## src/rtl/tile_collision_scanner.sv

```systemverilog
// Background-collision probe: walks the tiles bordering an SPR_W x SPR_H sprite,
// reads each tile type from the tilemap RAM and reports solid/out-of-map contact per side.
module tile_collision_scanner #(
  parameter int MAP_W  = 100,
  parameter int MAP_H  = 15,
  parameter int X_BITS = 7,
  parameter int Y_BITS = 4,
  parameter int ADDR_W = 15,
  parameter int TILE_W = 3,
  parameter int SPR_W  = 2,
  parameter int SPR_H  = 2,
  parameter int RD_LAT = 1,
  parameter logic [2**TILE_W-1:0] SOLID_MASK = 8'hFE
) (
  input  logic              clock,
  input  logic              resetn,
  input  logic              start,
  input  logic [X_BITS-1:0] x_location,
  input  logic [Y_BITS-1:0] y_location,
  output logic [ADDR_W-1:0] mem_addr,
  output logic              mem_rd,
  input  logic [TILE_W-1:0] mem_data,
  output logic              left,
  output logic              right,
  output logic              up,
  output logic              down,
  output logic              busy,
  output logic              done
);

  localparam int NPROBE = 2 * (SPR_W + SPR_H);
  localparam int P_W    = $clog2(NPROBE + 1);
  // One spare bit beyond sign so x+SPR_W / y+SPR_H never wrap into the negative range.
  localparam int CW     = X_BITS + 2;
  localparam int RW     = Y_BITS + 2;
  localparam int CNT_W  = (RD_LAT > 2) ? $clog2(RD_LAT) : 1;
  localparam logic [CNT_W-1:0] WAIT_LAST = CNT_W'((RD_LAT >= 2) ? RD_LAT - 2 : 0);

  typedef enum logic [2:0] {IDLE, ISSUE, WAIT, SAMPLE, FINISH} state_t;

  state_t            state_reg, state_next;
  logic [X_BITS-1:0] x_reg;
  logic [Y_BITS-1:0] y_reg;
  logic [P_W-1:0]    p_reg, p_next;
  logic [3:0]        acc_reg, acc_next;
  logic [3:0]        flags_reg, flags_next;
  logic [CNT_W-1:0]  wait_reg, wait_next;

  logic [P_W-1:0]    sub_idx;
  logic [CW-1:0]     xs, probe_col;
  logic [RW-1:0]     ys, probe_row;
  logic [3:0]        dir_oh;
  logic              out_of_map;
  logic              last_probe;
  logic [ADDR_W-1:0] addr_calc;
  logic [3:0]        acc_upd;
  logic              advance;

  assign xs = CW'(x_reg);
  assign ys = RW'(y_reg);

  // Probe decode: bit 3..0 of dir_oh = left, right, up, down.
  always_comb begin
    sub_idx   = p_reg;
    dir_oh    = 4'b1000;
    probe_col = xs - CW'(1);
    probe_row = ys + RW'(p_reg);
    if (p_reg < P_W'(SPR_H)) begin
      sub_idx   = p_reg;
      dir_oh    = 4'b1000;
      probe_col = xs - CW'(1);
      probe_row = ys + RW'(sub_idx);
    end else if (p_reg < P_W'(2 * SPR_H)) begin
      sub_idx   = p_reg - P_W'(SPR_H);
      dir_oh    = 4'b0100;
      probe_col = xs + CW'(SPR_W);
      probe_row = ys + RW'(sub_idx);
    end else if (p_reg < P_W'(2 * SPR_H + SPR_W)) begin
      sub_idx   = p_reg - P_W'(2 * SPR_H);
      dir_oh    = 4'b0010;
      probe_col = xs + CW'(sub_idx);
      probe_row = ys - RW'(1);
    end else begin
      sub_idx   = p_reg - P_W'(2 * SPR_H + SPR_W);
      dir_oh    = 4'b0001;
      probe_col = xs + CW'(sub_idx);
      probe_row = ys + RW'(SPR_H);
    end
  end

  // Negative coordinates have the top bit set, so the unsigned >= also rejects them.
  assign out_of_map = probe_col[CW-1] | (probe_col >= CW'(MAP_W)) |
                      probe_row[RW-1] | (probe_row >= RW'(MAP_H));
  assign last_probe = (p_reg == P_W'(NPROBE - 1));
  assign addr_calc  = ADDR_W'($unsigned(probe_row)) * ADDR_W'(MAP_W) +
                      ADDR_W'($unsigned(probe_col));

  always_comb begin
    state_next = state_reg;
    p_next     = p_reg;
    acc_next   = acc_reg;
    flags_next = flags_reg;
    wait_next  = wait_reg;
    acc_upd    = acc_reg;
    advance    = 1'b0;
    mem_rd     = 1'b0;
    mem_addr   = '0;
    case (state_reg)
      IDLE: begin
        if (start) begin
          state_next = ISSUE;
          p_next     = '0;
          acc_next   = '0;
        end
      end
      ISSUE: begin
        if (out_of_map) begin
          acc_upd = acc_reg | dir_oh;
          advance = 1'b1;
        end else begin
          mem_rd     = 1'b1;
          mem_addr   = addr_calc;
          wait_next  = '0;
          state_next = (RD_LAT > 1) ? WAIT : SAMPLE;
        end
      end
      WAIT: begin
        if (wait_reg == WAIT_LAST) begin
          state_next = SAMPLE;
        end else begin
          wait_next = wait_reg + CNT_W'(1);
        end
      end
      SAMPLE: begin
        if (SOLID_MASK[mem_data]) begin
          acc_upd = acc_reg | dir_oh;
        end
        advance = 1'b1;
      end
      FINISH: begin
        state_next = IDLE;
        acc_next   = '0;
      end
      default: state_next = IDLE;
    endcase

    // Flags load on the edge into FINISH so they are visible together with done.
    if (advance) begin
      if (last_probe) begin
        flags_next = acc_upd;
        acc_next   = '0;
        state_next = FINISH;
      end else begin
        acc_next   = acc_upd;
        p_next     = p_reg + P_W'(1);
        state_next = ISSUE;
      end
    end
  end

  always_ff @(posedge clock or negedge resetn) begin
    if (!resetn) begin
      state_reg <= IDLE;
      x_reg     <= '0;
      y_reg     <= '0;
      p_reg     <= '0;
      acc_reg   <= '0;
      flags_reg <= '0;
      wait_reg  <= '0;
    end else begin
      state_reg <= state_next;
      p_reg     <= p_next;
      acc_reg   <= acc_next;
      flags_reg <= flags_next;
      wait_reg  <= wait_next;
      if (state_reg == IDLE && start) begin
        x_reg <= x_location;
        y_reg <= y_location;
      end
    end
  end

  assign left  = flags_reg[3];
  assign right = flags_reg[2];
  assign up    = flags_reg[1];
  assign down  = flags_reg[0];
  assign busy  = (state_reg == ISSUE) || (state_reg == WAIT) || (state_reg == SAMPLE);
  assign done  = (state_reg == FINISH);

endmodule
```

## config.mk

```make
export PLATFORM = sky130hd
export DESIGN_NAME = tile_collision_scanner
export DESIGN_NICKNAME = d
export VERILOG_FILES = /design/src/rtl/tile_collision_scanner.sv
export SDC_FILE = /design/constraint.sdc
export NUM_CORES = 1
export LEC_CHECK = 0
export CAP_MARGIN = 20
export CORE_MARGIN = 1
export CORE_UTILIZATION = 50
export CTS_CLUSTER_DIAMETER = 200
export DETAILED_ROUTE_END_ITERATION = 6
export PLACE_DENSITY = 0.78
export SYNTH_ARGS = -nofsm -noshare
export SYNTH_HDL_FRONTEND = slang
export SYNTH_SLANG_ARGS = --single-unit
```

## constraint.sdc

```tcl
create_clock -name clock -period 5.15 [get_ports clock]
set_clock_uncertainty 0.05 [all_clocks]
set_input_delay 1.03 -clock clock [delete_from_list [all_inputs] [get_ports clock]]
set_output_delay 1.03 -clock clock [all_outputs]
set_load 0.02 [all_outputs]
```

## Yosys cells after proc, flatten, opt, wreduce, memory -nomap -nowiden

Memories as Yosys holds them, arrays and structs flattened.
Cells that the tools add are included.

- Multiply operators: 1
- Reductions and logical operators: 10
- Mux-type cells: 36
- Magnitude comparators: 6
- Bitwise gates (word level): 4
- $add $sub $neg: 14
- Equality and inequality tests: 10

Operator list:

| cell | number |
|---|---|
| two-way mux 4 bit | 10 |
| two-way mux 14 bit | 2 |
| two-way mux 3 bit | 6 |
| two-way mux 6 bit | 3 |
| adder 7 x 4 -> 8 bit | 2 |
| two-way mux 8 bit | 2 |
| case mux 4 bit (2 select lines) | 2 |
| adder 13 x 9 -> 14 bit | 1 |
| case mux 3 bit (4 select lines) | 1 |
| multiplier 6 x 5 -> 11 bit (second input constant) | 1 |
| adder 4 x 4 -> 5 bit | 2 |
| greater-or-equal comparator 9 x 7 -> 1 bit (second input constant) | 1 |
| two-way mux 9 bit | 1 |
| != test 3 bit (second input constant) | 3 |
| adder 7 x 2 -> 8 bit (second input constant) | 1 |
| < comparator 4 x 3 -> 1 bit (second input constant) | 2 |
| subtractor 4 x 3 -> 4 bit (second input constant) | 2 |
| subtractor 7 x 1 -> 8 bit (second input constant) | 1 |
| == test 3 x 2 -> 1 bit (second input constant) | 2 |
| greater-or-equal comparator 6 x 4 -> 1 bit (second input constant) | 1 |
| two-way mux 1 bit | 6 |
| AND reduction 2 bit | 3 |
| adder 4 x 2 -> 5 bit (second input constant) | 1 |
| subtractor 4 x 1 -> 5 bit (second input constant) | 1 |
| other kinds (19) | 24 |

- Memories: 1
- Logic and storage cells: 89
- ROM bits: 8
- Register bits after elaboration: 27
- Input bits: 17
- Output and inout port bits: 22

Memory list:

| name | words | bits a word | read ports | clocked after memory_dff | wr ports | RTL line | source |
|---|---|---|---|---|---|---|---|
| (no name shown) | 8 | 1 | 1 | 0 | 0 | 135 | `if (SOLID_MASK[mem_data]) begin` |

## Depth between registers and ports, before layout

Gate-level depths: netlist of run 1.

- Depth in word-level cells: 13
- Depth in mapped cells: 21
- Depth with buffers taken out: 20

## Least setup slack after synthesis of run 1

OpenSTA, ideal clock, no wires.

- Kind: reg-to-output
- From: register p_reg[3]
- To: output mem_addr[11]
- Path buffers: 4
- Stages on the path, launching flop included: 20
- Data arrival time: 4.742 ns
- Path slack: -0.672 ns
- Cells stage by stage: dfrtp_1 > clkbuf_1 > inv_1 > ha_1 > buf_2 > clkbuf_1 > clkbuf_1 > a21oi_1 > a21oi_1 > ha_1 > ha_1 > ha_1 > fa_1 > ha_1 > or2_2 > a21oi_1 > a21oi_1 > and3_1 > xnor2_1 > nor2_1

- Cells in the longest elaborated chain, start to end: 11
- Elaborated cells on any way between the ends: 25
- Classes of those cells: 8 x add/sub; 1 x mul; 5 x order compare; 8 x mux; 3 x bitwise

Ends and longest elaborated chain:

| element | RTL line | source |
|---|---|---|
| start, declared | 44 | `logic [P_W-1:0] p_reg, p_next;` |
| start signal, assigned | 172 | `p_reg <= p_next;` |
| branches (longest 9 deep; another with adder 13 x 9 -> 14 bit) | -- |  |
| two-way mux 14 bit * | 117 | `if (out_of_map) begin` |
| two-way mux 14 bit * | 108 | `case (state_reg)` |
| end, declared | 20 | `output logic [ADDR_W-1:0] mem_addr,` |

Every way passes the cells marked *.

## Worst setup path after layout of run 1

- From: register y_reg[1]
- To: output mem_addr[10]

- Cells in the longest elaborated chain, start to end: 8
- Elaborated cells on any way between the ends: 14
- Classes of those cells: 5 x add/sub; 1 x mul; 1 x order compare; 5 x mux; 2 x bitwise

Ends and longest elaborated chain:

| element | RTL line | source |
|---|---|---|
| start, declared | 43 | `logic [Y_BITS-1:0] y_reg;` |
| start signal, assigned | 178 | `y_reg <= y_location;` |
| adder 4 x 2 -> 5 bit / subtractor 4 x 1 -> 5 bit (equally long branches) | 87, 82 |  |
| two-way mux 6 bit | 78 | `end else if (p_reg < P_W'(2 * SPR_H + SPR_W)) begin` |
| two-way mux 6 bit | 73 | `end else if (p_reg < P_W'(2 * SPR_H)) begin` |
| two-way mux 6 bit * | 68 | `if (p_reg < P_W'(SPR_H)) begin` |
| multiplier 6 x 5 -> 11 bit, or another cell as far along | 95 | `assign addr_calc = ADDR_W'($unsigned(probe_row)) * ADDR_W'(MAP_W) +` |
| adder 13 x 9 -> 14 bit / OR 1 bit (equally long branches) | 95, 93 |  |
| two-way mux 14 bit * | 117 |  |
| two-way mux 14 bit * | 108 |  |

Mark *: on every way between the ends. The rest lies on a longest branch, timed or not.

==> results of run 1 <==
[layout make-up]
cell class | count | area [um2]
clock buffers | 3 | 41.3
repair buffers | 114 | 945
inverters | 23 | 88.8
well taps | 75 | 93.8
clock inverters | 1 | 30.0
flip-flops and latches | 26 | 652
fillers | 398 | 1350
multi-input cells | 302 | 2720
[logic make-up (layout without fill, tap and decap cells)]
kind of cell / after synthesis / count (layout) / share of synthesized area [%]
xor+xnor: 29 / 29 / 8.25
flops: 26 / 26 / 21.1
fa+ha+maj: 62 / 62 / 26.4
simple gates: 127 / 127 / 20.6
other cells: 1 / 1 / 0.122
compound gates: 70 / 70 / 14.4
buf+inv: 33 / 141 / 4.76
mux: 13 / 13 / 4.35
[cells in the final DEF, fill, tap and decap left out, types with 4 or more instances in the layout]
cell type,count
buf_4,78
ha_1,39
nand2_1,36
nor2_1,31
dfrtp_1,25
clkdlybuf4s50_1,22
inv_1,17
ha_4,16
xnor2_1,12
a21oi_1,10
o21ai_0,10
mux2i_1,10
xor2_1,10
nor3_1,7
o21ai_2,7
nand3_1,6
xnor2_2,6
a21oi_2,6
nand2b_1,5
inv_2,5
nor2b_1,5
a21o_1,5
dlygate4sd2_1,5
buf_6,5
a31oi_1,4
nor2b_2,4
o21bai_1,4
and2_1,4
fa_2,4
[routing by layer]
metal  part of all wire [%]  up-vias  GRT usage (%)
met3                    3.6       28           3.07
met2                     55      109           52.8
li1                       -     1463              -
met5                      0        -              0
met1                     39     1498           30.3
met4                    3.1        0           9.11
[worst paths after layout]
check | from | end | slack, ns | depth (start not counted)
max in group asynchronous | resetn | p_reg[1] | 3.72 | 2
min in group asynchronous | resetn | acc_reg[0] | 1.05 | 2
worst min register to register | acc_reg[3] | acc_reg[3] | 0.46 | 2
worst max-delay path | y_reg[1] | mem_addr[10] | -0.39 | 21
worst max register to register | p_reg[3] | p_reg[1] | 1.25 | 18
worst min-delay path | acc_reg[3] | acc_reg[3] | 0.46 | 2
[metrics by stage]
stage / area, um2 / worst slack (ns)
4_1_cts: 4380 / -0.212
3_3_place_gp: 4050 / -0.407
6_report: 4570 / -0.394
5_1_grt: 4570 / -0.612
2_1_floorplan: 3200 / 0.00694
3_5_place_dp: 4050 / -0.583
[worst min-delay path, delay by kind of cell, from the launching register on]
family / cells / cell delay (ns)
AO/OA/AOI/OAI: 1 / 0.04
flip-flops: 1 / 0.36
AND/OR/NAND/NOR: 1 / 0.07
[what timing repair did]
action                     4_1_cts  5_1_grt
pin swaps                       26       21
gates cloned                     0        0
resized for setup               87       32
setup endpoints to repair       15       15
setup buffers                    9        6
==> reports/results.tsv, run 1 <==
stage	metric	value	unit
run_status	status	finished, violations left	
run_status	failing checks	setup timing	
clocking	TritonCTS Buffers	3	
timing	final worst-path cycle share	108	%
global_routing	largest net degree at the start of global routing	27	
timing	fin. max-slew vios	0	
timing	fmax	180	MHz
timing	Setup-failing EPs final	6	
floorplanning	number of cell rows	28	
floorplanning	DIE WIDTH	80.5	um
cells_and_area	diode count	0	
floorplanning	I/O pins	39	
yosys	top post-synthesis cells by count	ha_1, nand2_1, nor2_1	
floorplanning	Die Y	80.5	um
timing	relative slew slack	43.6	%
yosys	Mapped Nets	440	
yosys	most common cell in the netlist	ha_1	
clocking	Clock Pin Slew Worst Setup and Hold Paths	0.10	ns
yosys	Synth Register Bits	26	
detailed_routing	vias per cell	5.69	
clocking	clock root cell	clkbuf_8	
setup_path	Worst path slowest cell	dfrtp_1	
yosys	asr flop ratio synth	100	%
setup_path	WP data arrival	4.46	ns
clocking	# H-tree levels	1	
setup_path	crit end category	output pin	
timing	count of final hold-check violations	0	
global_routing	first-pass GRT wire length	13600	um
cells_and_area	max FFs per register	7	
setup_path	crit path max fanout	4	
global_routing	GRT Util Overall	27.3	%
setup_path	worst-path cell chain	buf_4 -> ha_1 -> o21bai_1 -> a21oi_1 -> xor2_1 -> nand2_1 -> o211ai_1 -> o21ai_1 -> ha_1 -> ha_4 -> ha_4 -> ha_4 -> xor2_1 -> ha_1 -> nor3_2 -> nor2b_2 -> nor3b_2 -> buf_4 -> xnor2_2 -> nor2_1 -> buf_4	
clocking	hold buffer count at cts	0	
yosys	Synth top area share	23.2	%
detailed_routing	post-route ant nets	0	
setup_path	Slowest Stage Delay on Critical Path	0.43	ns
cells_and_area	post-route non-filler standard cell count	544	
setup_path	CP required	4.07	ns
timing	Slew @ Worst Pin	0.844	ns
clocking	clk buf depth	2	
job	MaxCap Viol Count	0	
clocking	CTS tree	built	
cells_and_area	Nets	549	
timing	Final Hold Slack	0.456	ns
global_routing	vias in the first global route	2994	
clocking	clock sink total	26	
yosys	Post-synth EDFFs	0	
timing	min Tclk post-route	5.54	ns
timing	RSZ-0062 raised after global routing	true	
setup_path	Crit path max-delay family	adder cells	
place	hpwl dp	6110	um
detailed_routing	DR WL/cell	17.8	um
cells_and_area	area grow syn2layout	48.6	%
detailed_routing	drt first pass iters	5	
detailed_routing	# DRC	0	
global_routing	gr ovfl total	0	
yosys	Cells after Synth	361	
yosys	ys flop type	dfrtp_1	
timing	TNS Setup	-1.86	ns
yosys	Ys Warns	0	
floorplanning	Core ar.	5920	um2
yosys	Avg Synthesized Cell Area	8.53	um2
cells_and_area	final core occ	77.3	%
detailed_routing	Via Count	3098	
clocking	Skew-Pair Late Insertion Delay	0.29	ns
yosys	Seq/Total Area, Yosys	21.1	%
setup_path	Setup crit start kind	flop	
setup_path	WP buf/inv	3	
floorplanning	Die Area	6470	um2
detailed_routing	initial drt markers	158	
detailed_routing	Total Wirelength	9680	um
setup_path	WS Path Type	flop to output pin	
place	port bufs	37	
yosys	cell taking the most area after synthesis	ha_1	
yosys	synth top area cells	ha_1, dfrtp_1, xnor2_1, nand2_1, nor2_1	
place	placed insts	526	
yosys	Yosys cell types	54	
worst_hold_path	hold crit path type	flop to flop	
place	GP Congestion	0.890	
global_routing	initial antenna violation count	0	
timing	post-route setup slack	-0.394	ns
yosys	mapped cell area	3080	um2
floorplanning	Initial Util	52.0	%
cells_and_area	layout cell share with drive strength beyond 1	36.9	%
Power of run 1 is not shown: default switching activity piles up to over one toggle a cycle in this logic, so the estimate is an artifact.
==> run 2, diff against run 1 <==
Settings changed: CAP_MARGIN 20 to not set, SETUP_SLACK_MARGIN set to 0.15.
==> run 2 against run 1 <==
  * The run still ends with setup timing left
  * Global-route usage decreased by 0.53 points
  * Register-to-register slack got worse by 0.22 ns
  * First-iteration DRC count decreased by 21%
  * Non-clock buffer count increased by 9
  * Clock-buffer cell count unchanged
  * Maximum frequency increased by 1.6%
  * Cell area increased by 3.4%
  * Utilization increased by 2.6 points
  * Worst hold slack improved by 0.0068 ns
  * Flip-flop and latch count unchanged
  * Die area unchanged
  * Critical endpoint is now mem_addr[12]
  * Highest routed layer unchanged
==> reports/results.tsv, run 2 (same netlist as run 1, synthesis figures left out) <==
stage	metric	value	unit
global_routing	M3 GR Usage	2.73	%
cells_and_area	Multi-input gate area	2810	um2
cells_and_area	post-route non-filler standard cell count	553	
clocking	TritonCTS Buffers	3	
cells_and_area	Nets	558	
clocking	Skew-Pair Late Insertion Delay	0.28	ns
timing	min Tclk post-route	5.46	ns
setup_path	crit end category	output pin	
timing	relative slew slack	26.8	%
place	GP Congestion	0.820	
global_routing	first-pass GRT wire length	13300	um
cells_and_area	FF/Latch Area	653	um2
clocking	clk buf depth	2	
place	hpwl dp	6340	um
timing	Slew @ Worst Pin	1.10	ns
floorplanning	Die Y	80.5	um
setup_path	WS Path Type	flop to output pin	
run_status	failing checks	setup timing	
detailed_routing	DR WL/cell	16.8	um
worst_hold_path	hold crit path type	flop to flop	
detailed_routing	# DRC	0	
setup_path	crit path max fanout	4	
timing	RSZ-0062 raised after global routing	true	
clocking	CTS tree	built	
global_routing	gr ovfl total	0	
global_routing	initial antenna violation count	0	
floorplanning	Initial Util	52.0	%
cells_and_area	commonest non-fill, non-tap cell in the layout	buf_4	
timing	fin. max-slew vios	0	
timing	final worst-path cycle share	106	%
detailed_routing	post-route ant nets	0	
setup_path	Setup crit start kind	flop	
global_routing	M1 GR Usage	30.9	%
global_routing	largest net degree at the start of global routing	27	
place	placed insts	525	
cells_and_area	max FFs per register	7	
global_routing	vias in the first global route	2910	
clocking	# H-tree levels	1	
timing	Setup-failing EPs final	9	
setup_path	Setup crit start	p_reg[2]	
cells_and_area	most frequent cells in the layout	buf_4, nand2_1, ha_1, nor2_1, dfrtp_1	
floorplanning	Core ar.	5920	um2
setup_path	Reg2Reg Launch Point	p_reg[2]	
setup_path	WP data arrival	4.38	ns
place	Place WS	-0.539	ns
timing	fmax	183	MHz
floorplanning	number of cell rows	28	
detailed_routing	Via Count	3078	
cells_and_area	area grow syn2layout	53.7	%
global_routing	Most Used Layer, Global Route	met2	
setup_path	Reg2Reg Depth	20	
global_routing	GRT Util Overall	26.7	%
timing	post-route setup slack	-0.306	ns
detailed_routing	drt first pass iters	5	
detailed_routing	vias per cell	5.57	
cells_and_area	filler cell count	376	
cells_and_area	diode count	0	
cells_and_area	layout cell share with drive strength beyond 1	41.4	%
place	Area after DPL	4100	um2
worst_hold_path	Hold Crit Start	acc_reg[3]	
floorplanning	Die Area	6470	um2
job	MaxCap Viol Count	0	
cells_and_area	Post-Layout Inst Area	4730	um2
floorplanning	I/O pins	39	
clocking	Clock Pin Slew Worst Setup and Hold Paths	0.10	ns
detailed_routing	initial drt markers	125	
global_routing	grt met2 use	50.8	%
worst_hold_path	hold path depth	2	
clocking	clock sink total	26	
timing	count of final hold-check violations	0	
run_status	status	finished, violations left	
floorplanning	DIE WIDTH	80.5	um
detailed_routing	Total Wirelength	9320	um
timing	TNS Setup	-1.31	ns
place	port bufs	37	
clocking	clock root cell	clkbuf_8	
setup_path	CP required	4.07	ns
run 2: cell types whose count changed in the layout (fill, tap and decap cells not counted), sizes merged:
| cell | previous run | this run |
|---|---|---|
| buf | 84 | 100 |
| clkdlybuf4s15 | 3 | 0 |
| clkbuf | 3 | 4 |
| dlygate4sd2 | 5 | 0 |
run 2: metrics by stage:
step	hold WS [ns]	utilization (%)
after floorplan	0.413	-
after global placement	0.428	69.3
after detailed placement	0.443	69.3
after CTS	0.465	73.8
after global routing	0.501	79.9
final	0.463	79.9
run 2: cell type report:
type | count | area share (%)
sequential | 26 | 13.8
timing repair buffer | 123 | 21.3
multi-input combinational | 302 | 59.4
tap | 75 | 1.98
clock buffer | 3 | 0.873
inverter | 23 | 1.98
clock inverter | 1 | 0.635
run 2: path summary, 6_finish.rpt:
| check | end | slack [ns] |
|---|---|---|
| worst max-delay path | mem_addr[12] | -0.31 |
| worst min-delay path | acc_reg[3] | 0.46 |
| worst max register to register | p_reg[1] | 1.03 |
| worst min register to register | acc_reg[3] | 0.46 |
| max in group asynchronous | p_reg[1] | 3.72 |
| min in group asynchronous | flags_reg[0] | 1.06 |
run 2: per-layer routing:
| metal | up-vias | routed length (um) |
|---|---|---|
| li1 | 1479 | - |
| met3 | 29 | 397 |
| met5 | - | 0 |
| met1 | 1463 | 3570 |
| met4 | 0 | 324 |
| met2 | 107 | 5030 |
run 2: critical path, stage by stage (launching register included):
cell      delay (ns)
dfrtp_1         0.42
inv_2           0.07
ha_4            0.28
inv_2           0.05
ha_4            0.24
nor2b_1         0.14
o21ai_0         0.17
a22oi_1         0.10
a21o_1          0.24
buf_4           0.15
ha_1            0.29
ha_1            0.30
ha_1            0.34
ha_4            0.32
inv_1           0.05
o21bai_1        0.22
a21oi_2         0.12
xnor2_2         0.19
xor2_1          0.20
nor2_2          0.07
buf_6           0.13
run 2: repair_timing:
item / 4_1_cts / 5_1_grt
endpoints found under the setup margin: 15 / 15
hold buffers: 0 / 0
setup buffers: 10 / 14
hold endpoints to repair: 0 / 0
resized for setup: 82 / 74
gates cloned: 0 / 0
pin swaps: 29 / 34
Power of run 2 is left out for the same reason.
==> RTL change 1: new RTL, settings of run 2 <==
The parameter `X_BITS` goes from 7 to 8.
--- a/src/rtl/tile_collision_scanner.sv
+++ b/src/rtl/tile_collision_scanner.sv
@@ -5,3 +5,3 @@
   parameter int MAP_H  = 15,
-  parameter int X_BITS = 7,
+  parameter int X_BITS = 8,
   parameter int Y_BITS = 4,
Interface: changed (resized x_location); port bits go from 39 to 40. No check against the original RTL was run, so the function may have changed too.
==> RTL change 1 against run 2 <==
- the flow still finishes with violations (negative setup slack)
- count of clock-buffer cells in the layout did not move
- area after synthesis increased by 5.2%
- worst setup slack worse by 120 ps
- final area grew 2.2%
- routed wire length increased by 14%
- sequential cell count increased by 1
Power is left out: the tool's default activity adds up to more than one toggle a clock period on the data nets, which glitch-free logic cannot reach.
==> RTL change 1: results (changes against run 2) <==
* Outcome: finished with violations (unchanged)
* Failing checks: negative setup slack (unchanged)
* Synth top area cells: ha_1 (22%), dfrtp_1 (21%), nand2_1 (6.1%), xnor2_1 (4.6%), nor2_1 (4.5%) (was ha_1 (23%), dfrtp_1 (21%), xnor2_1 (5.1%), nand2_1 (4.9%), nor2_1 (4.1%))
* Post-DP HPWL at 6880 µm (was 6340 µm)
* Critical R2R Launch: p_reg[3]$_DFF_PN0_ (was p_reg[2]$_DFF_PN0_)
* Pin count of the biggest net entering global routing at 28 (was 27)
* GR Util All Layers at 28.9% (was 26.7%)
* Hold_ws at 476 ps (was 463 ps)
* Plain + repair buffers at 128 (was 123)
* Routed wire length at 10600 µm (was 9320 µm)
* Post-synthesis mux area share at 2.51% (was 4.35%)
* First-pass GRT wire length at 14800 µm (was 13300 µm)
* Max-slew headroom at 54.2% (was 26.8%)
* Synth Area in Compound Gates at 17.2% (was 14.4%)
* Post-synthesis sequential area ratio at 20.9% (was 21.1%)
* Initial DRC Count at 289 (was 125)
* Layout sequential cell count at 27 (was 26)
* Max reg flops at 8 (was 7)
* Via count at 3542 (was 3078)
* Port buffer count at 38 (was 37)
* Placed cells at 572 (was 525)
* Syn nets at 474 (was 440)
* XOR/XNOR share of the synthesized area at 8.08% (was 8.25%)
* Commonest cells in the netlist: ha_1 (57), nand2_1 (53), nor2_1 (39) (was ha_1 (57), nand2_1 (40), nor2_1 (34))
* Fraction of area in registers at 14.0% (was 13.8%)
* Filler Cell Count at 389 (was 376)
* Invs w/o clock at 32 (was 23)
* #MultiIn Comb at 326 (was 302)
* Hold Path Origin: flags_reg[3]$_DFFE_PN0P_ (was acc_reg[3]$_DFFE_PN0P_)
* Worst hold path endpoint: flags_reg[3]$_DFFE_PN0P_ (was acc_reg[3]$_DFFE_PN0P_)
* Fraction of area in multi-input gates at 58.7% (was 59.4%)
* Via density at 5.98 (was 5.57)
* Slowest CP cell: dfrtp_2 (was dfrtp_1)
* PnR worst setup slack at -422 ps (was -306 ps)
* Unique masters post-synth at 57 (was 54)
* Layout cells sized above 1 at 37.7% (was 41.4%)
* Routability congestion estimate at 0.877 (was 0.820)
* CP peak stage delay at 470 ps (was 420 ps)
* Syn avg cell area at 8.22 µm² (was 8.53 µm²)
* R2r setup slk at 960 ps (was 1030 ps)
* Final net count at 598 (was 558)
* Vias in the first global route at 3259 (was 2910)
* Final setup violating endpoints at 7 (was 9)
[RTL change 1: cell types whose count changed in the layout (fill, tap and decap cells not counted), moves of 5 or more]
cell,change
nand2_1,+12
nor2_1,+10
inv_1,+7
a21oi_1,+6
nor2_2,-5
[RTL change 1: per-layer routing]
metal	share of wire, %	wire length [µm]	track usage (%)
met3	5.7	605	3.08
met2	51	5430	54.0
met5	0	0	0
met4	5.1	537	11.4
met1	38	4050	33.4
[RTL change 1: what timing repair did]
| action | CTS | global route |
|---|---|---|
| hold buffers | 0 | 0 |
| setup buffers | 8 | 8 |
| cloned | 0 | 0 |
| resized for setup | 89 | 49 |
| pin swaps | 29 | 22 |
| setup endpoints to repair | 15 | 15 |
[RTL change 1: metrics by stage]
stage / TNS, ps / worst slack, ps
finish: -2170 / -422
global route: -3360 / -605
CTS: -1320 / -285
detailed placement: -4110 / -587
global placement: -2340 / -467
floorplan: -38.4 / -38.4
==> RTL change 2: new RTL, flow settings as in run 2 <==
Made on the original files. `p_reg` no longer has a reset.
--- a/src/rtl/tile_collision_scanner.sv
+++ b/src/rtl/tile_collision_scanner.sv
@@ -165,3 +165,2 @@
       y_reg     <= '0;
-      p_reg     <= '0;
       acc_reg   <= '0;
@@ -171,3 +170,2 @@
       state_reg <= state_next;
-      p_reg     <= p_next;
       acc_reg   <= acc_next;
@@ -182,2 +180,6 @@
 
+  always_ff @(posedge clock) begin
+    p_reg <= p_next;
+  end
+
   assign left  = flags_reg[3];
Function: no difference found for any inputs over 10 cycles, from zero or initial values and one cycle with resetn low; that may be too few to reach the edited logic, so the function may still have changed.
==> RTL change 2 against run 2 <==
- critical path type unchanged
- sequential cell count did not move
- area after synthesis fell by 0.65%
- worst setup slack improved by 36 ps
- final area fell by 4.3%
- the run still ends with negative setup slack left
- non-clock buffer count fell by 12
- global-route usage rose by 0.14 points
- routed wire length fell by 6.8%
Power is not shown: default switching activity piles up to over one toggle a cycle in this logic, so the estimate is an artifact.
==> RTL change 2: results (changes against run 2) <==
* Via density at 5.46 (was 5.57)
* Pin count of the biggest net entering global routing at 23 (was 27)
* Commonest cells in the netlist: ha_1 (57), nand2_1 (40), nor2_1 (34) (unchanged)
* Routability congestion estimate at 0.915 (was 0.820)
* Hold_ws at 466 ps (was 463 ps)
* Critical R2R Launch: p_reg[2]$_DFF_P_ (was p_reg[2]$_DFF_PN0_)
* Layout cells sized above 1 at 37.5% (was 41.4%)
* Failing checks: negative setup slack (unchanged)
* Hold Path Class: register to register (unchanged)
* Data arrival, critical path at 4340 ps (was 4380 ps)
* First-pass GRT wire length at 13400 µm (was 13300 µm)
* GR Util All Layers at 26.9% (was 26.7%)
* Port buffer count at 37 (unchanged)
* Worst r2r path cells at 18 (was 20)
* Detailed Routing Iterations Pass 1 at 4 (was 5)
* Hold Path Origin: acc_reg[2]$_DFFE_PN0P_ (was acc_reg[3]$_DFFE_PN0P_)
* R2r setup slk at 1420 ps (was 1030 ps)
* Synth top area cells: ha_1 (23%), dfrtp_1 (18%), xnor2_1 (5.2%), nand2_1 (4.9%), nor2_1 (4.2%) (was ha_1 (23%), dfrtp_1 (21%), xnor2_1 (5.1%), nand2_1 (4.9%), nor2_1 (4.1%))
* Final net count at 547 (was 558)
* Crit Path Max Fanout at 3 (was 4)
* Post-DP HPWL at 6110 µm (was 6340 µm)
* Initial DRC Count at 67 (was 125)
* Unique masters post-synth at 55 (was 54)
* Outcome: finished with violations (unchanged)
* Avg WL per Cell at 16.0 µm (was 16.8 µm)
* PnR worst setup slack at -270 ps (was -306 ps)
* Final setup violating endpoints at 6 (was 9)
* Pre-CTS setup slack at -476 ps (was -539 ps)
* Post-synth ARST share at 84.6% (was 100%)
* Setup TNS at -1230 ps (was -1310 ps)
* Worst hold path endpoint: acc_reg[2]$_DFFE_PN0P_ (was acc_reg[3]$_DFFE_PN0P_)
* Vias in the first global route at 2986 (was 2910)
* Max-slew headroom at 30.1% (was 26.8%)
* Placed cells at 523 (was 525)
* Reg-to-reg endpoint: p_reg[1]$_DFF_P_ (was p_reg[1]$_DFF_PN0_)
-- RTL change 2: routing by layer --
| metal | vias to the layer above | track usage (%) | wire, µm |
|---|---|---|---|
| met5 | - | 0 | 0 |
| met4 | 0 | 11.3 | 182 |
| met3 | 18 | 2.95 | 301 |
| met2 | 84 | 50.3 | 4670 |
| met1 | 1396 | 30.6 | 3530 |
| li1 | 1463 | - | - |
-- RTL change 2: final cells by class --
| class | instances | area, µm² |
|---|---|---|
| Multi-Input combinational cell | 303 | 2730 |
| Fill cell | 403 | 1390 |
| Timing Repair Buffer | 111 | 901 |
| Sequential cell | 26 | 639 |
| Tap cell | 75 | 93.8 |
| Clock inverter | 1 | 30.0 |
| Clock buffer | 3 | 41.3 |
| Inverter | 23 | 93.8 |
-- RTL change 2: timing repair --
item                                    in CTS  in global routing
resized for setup                           80                 51
hold buffers                                 0                  0
endpoints found under the hold margin        0                  0
gates cloned                                 0                  1
pin swaps                                   28                 26
buffers inserted                             8                  6
endpoints found under the setup margin      15                 15
-- RTL change 2: cells by family after synthesis --
| group | count (synthesis) | share of synthesized area (%) |
|---|---|---|
| muxes | 13 | 4.38 |
| AOI/OAI and AO/OA | 70 | 14.5 |
| xor gates and xnor gates | 29 | 8.31 |
| buffers and inverters | 33 | 4.79 |
| and+or+nand+nor | 127 | 20.7 |
| other | 1 | 0.123 |
| adders and majority gates | 62 | 26.6 |
| DFF | 26 | 20.6 |
-- RTL change 2: worst max-delay path by stage --
| stage | end | slack, ps | cells after the start |
|---|---|---|---|
| after floorplan | mem_addr[11] | 120 | 16 |
| after CTS | mem_addr[11] | -210 | 17 |
| final | mem_addr[12] | -270 | 20 |
| after global placement | mem_addr[11] | -330 | 17 |
| after detailed placement | mem_addr[11] | -480 | 19 |
| after global routing | mem_addr[12] | -440 | 20 |
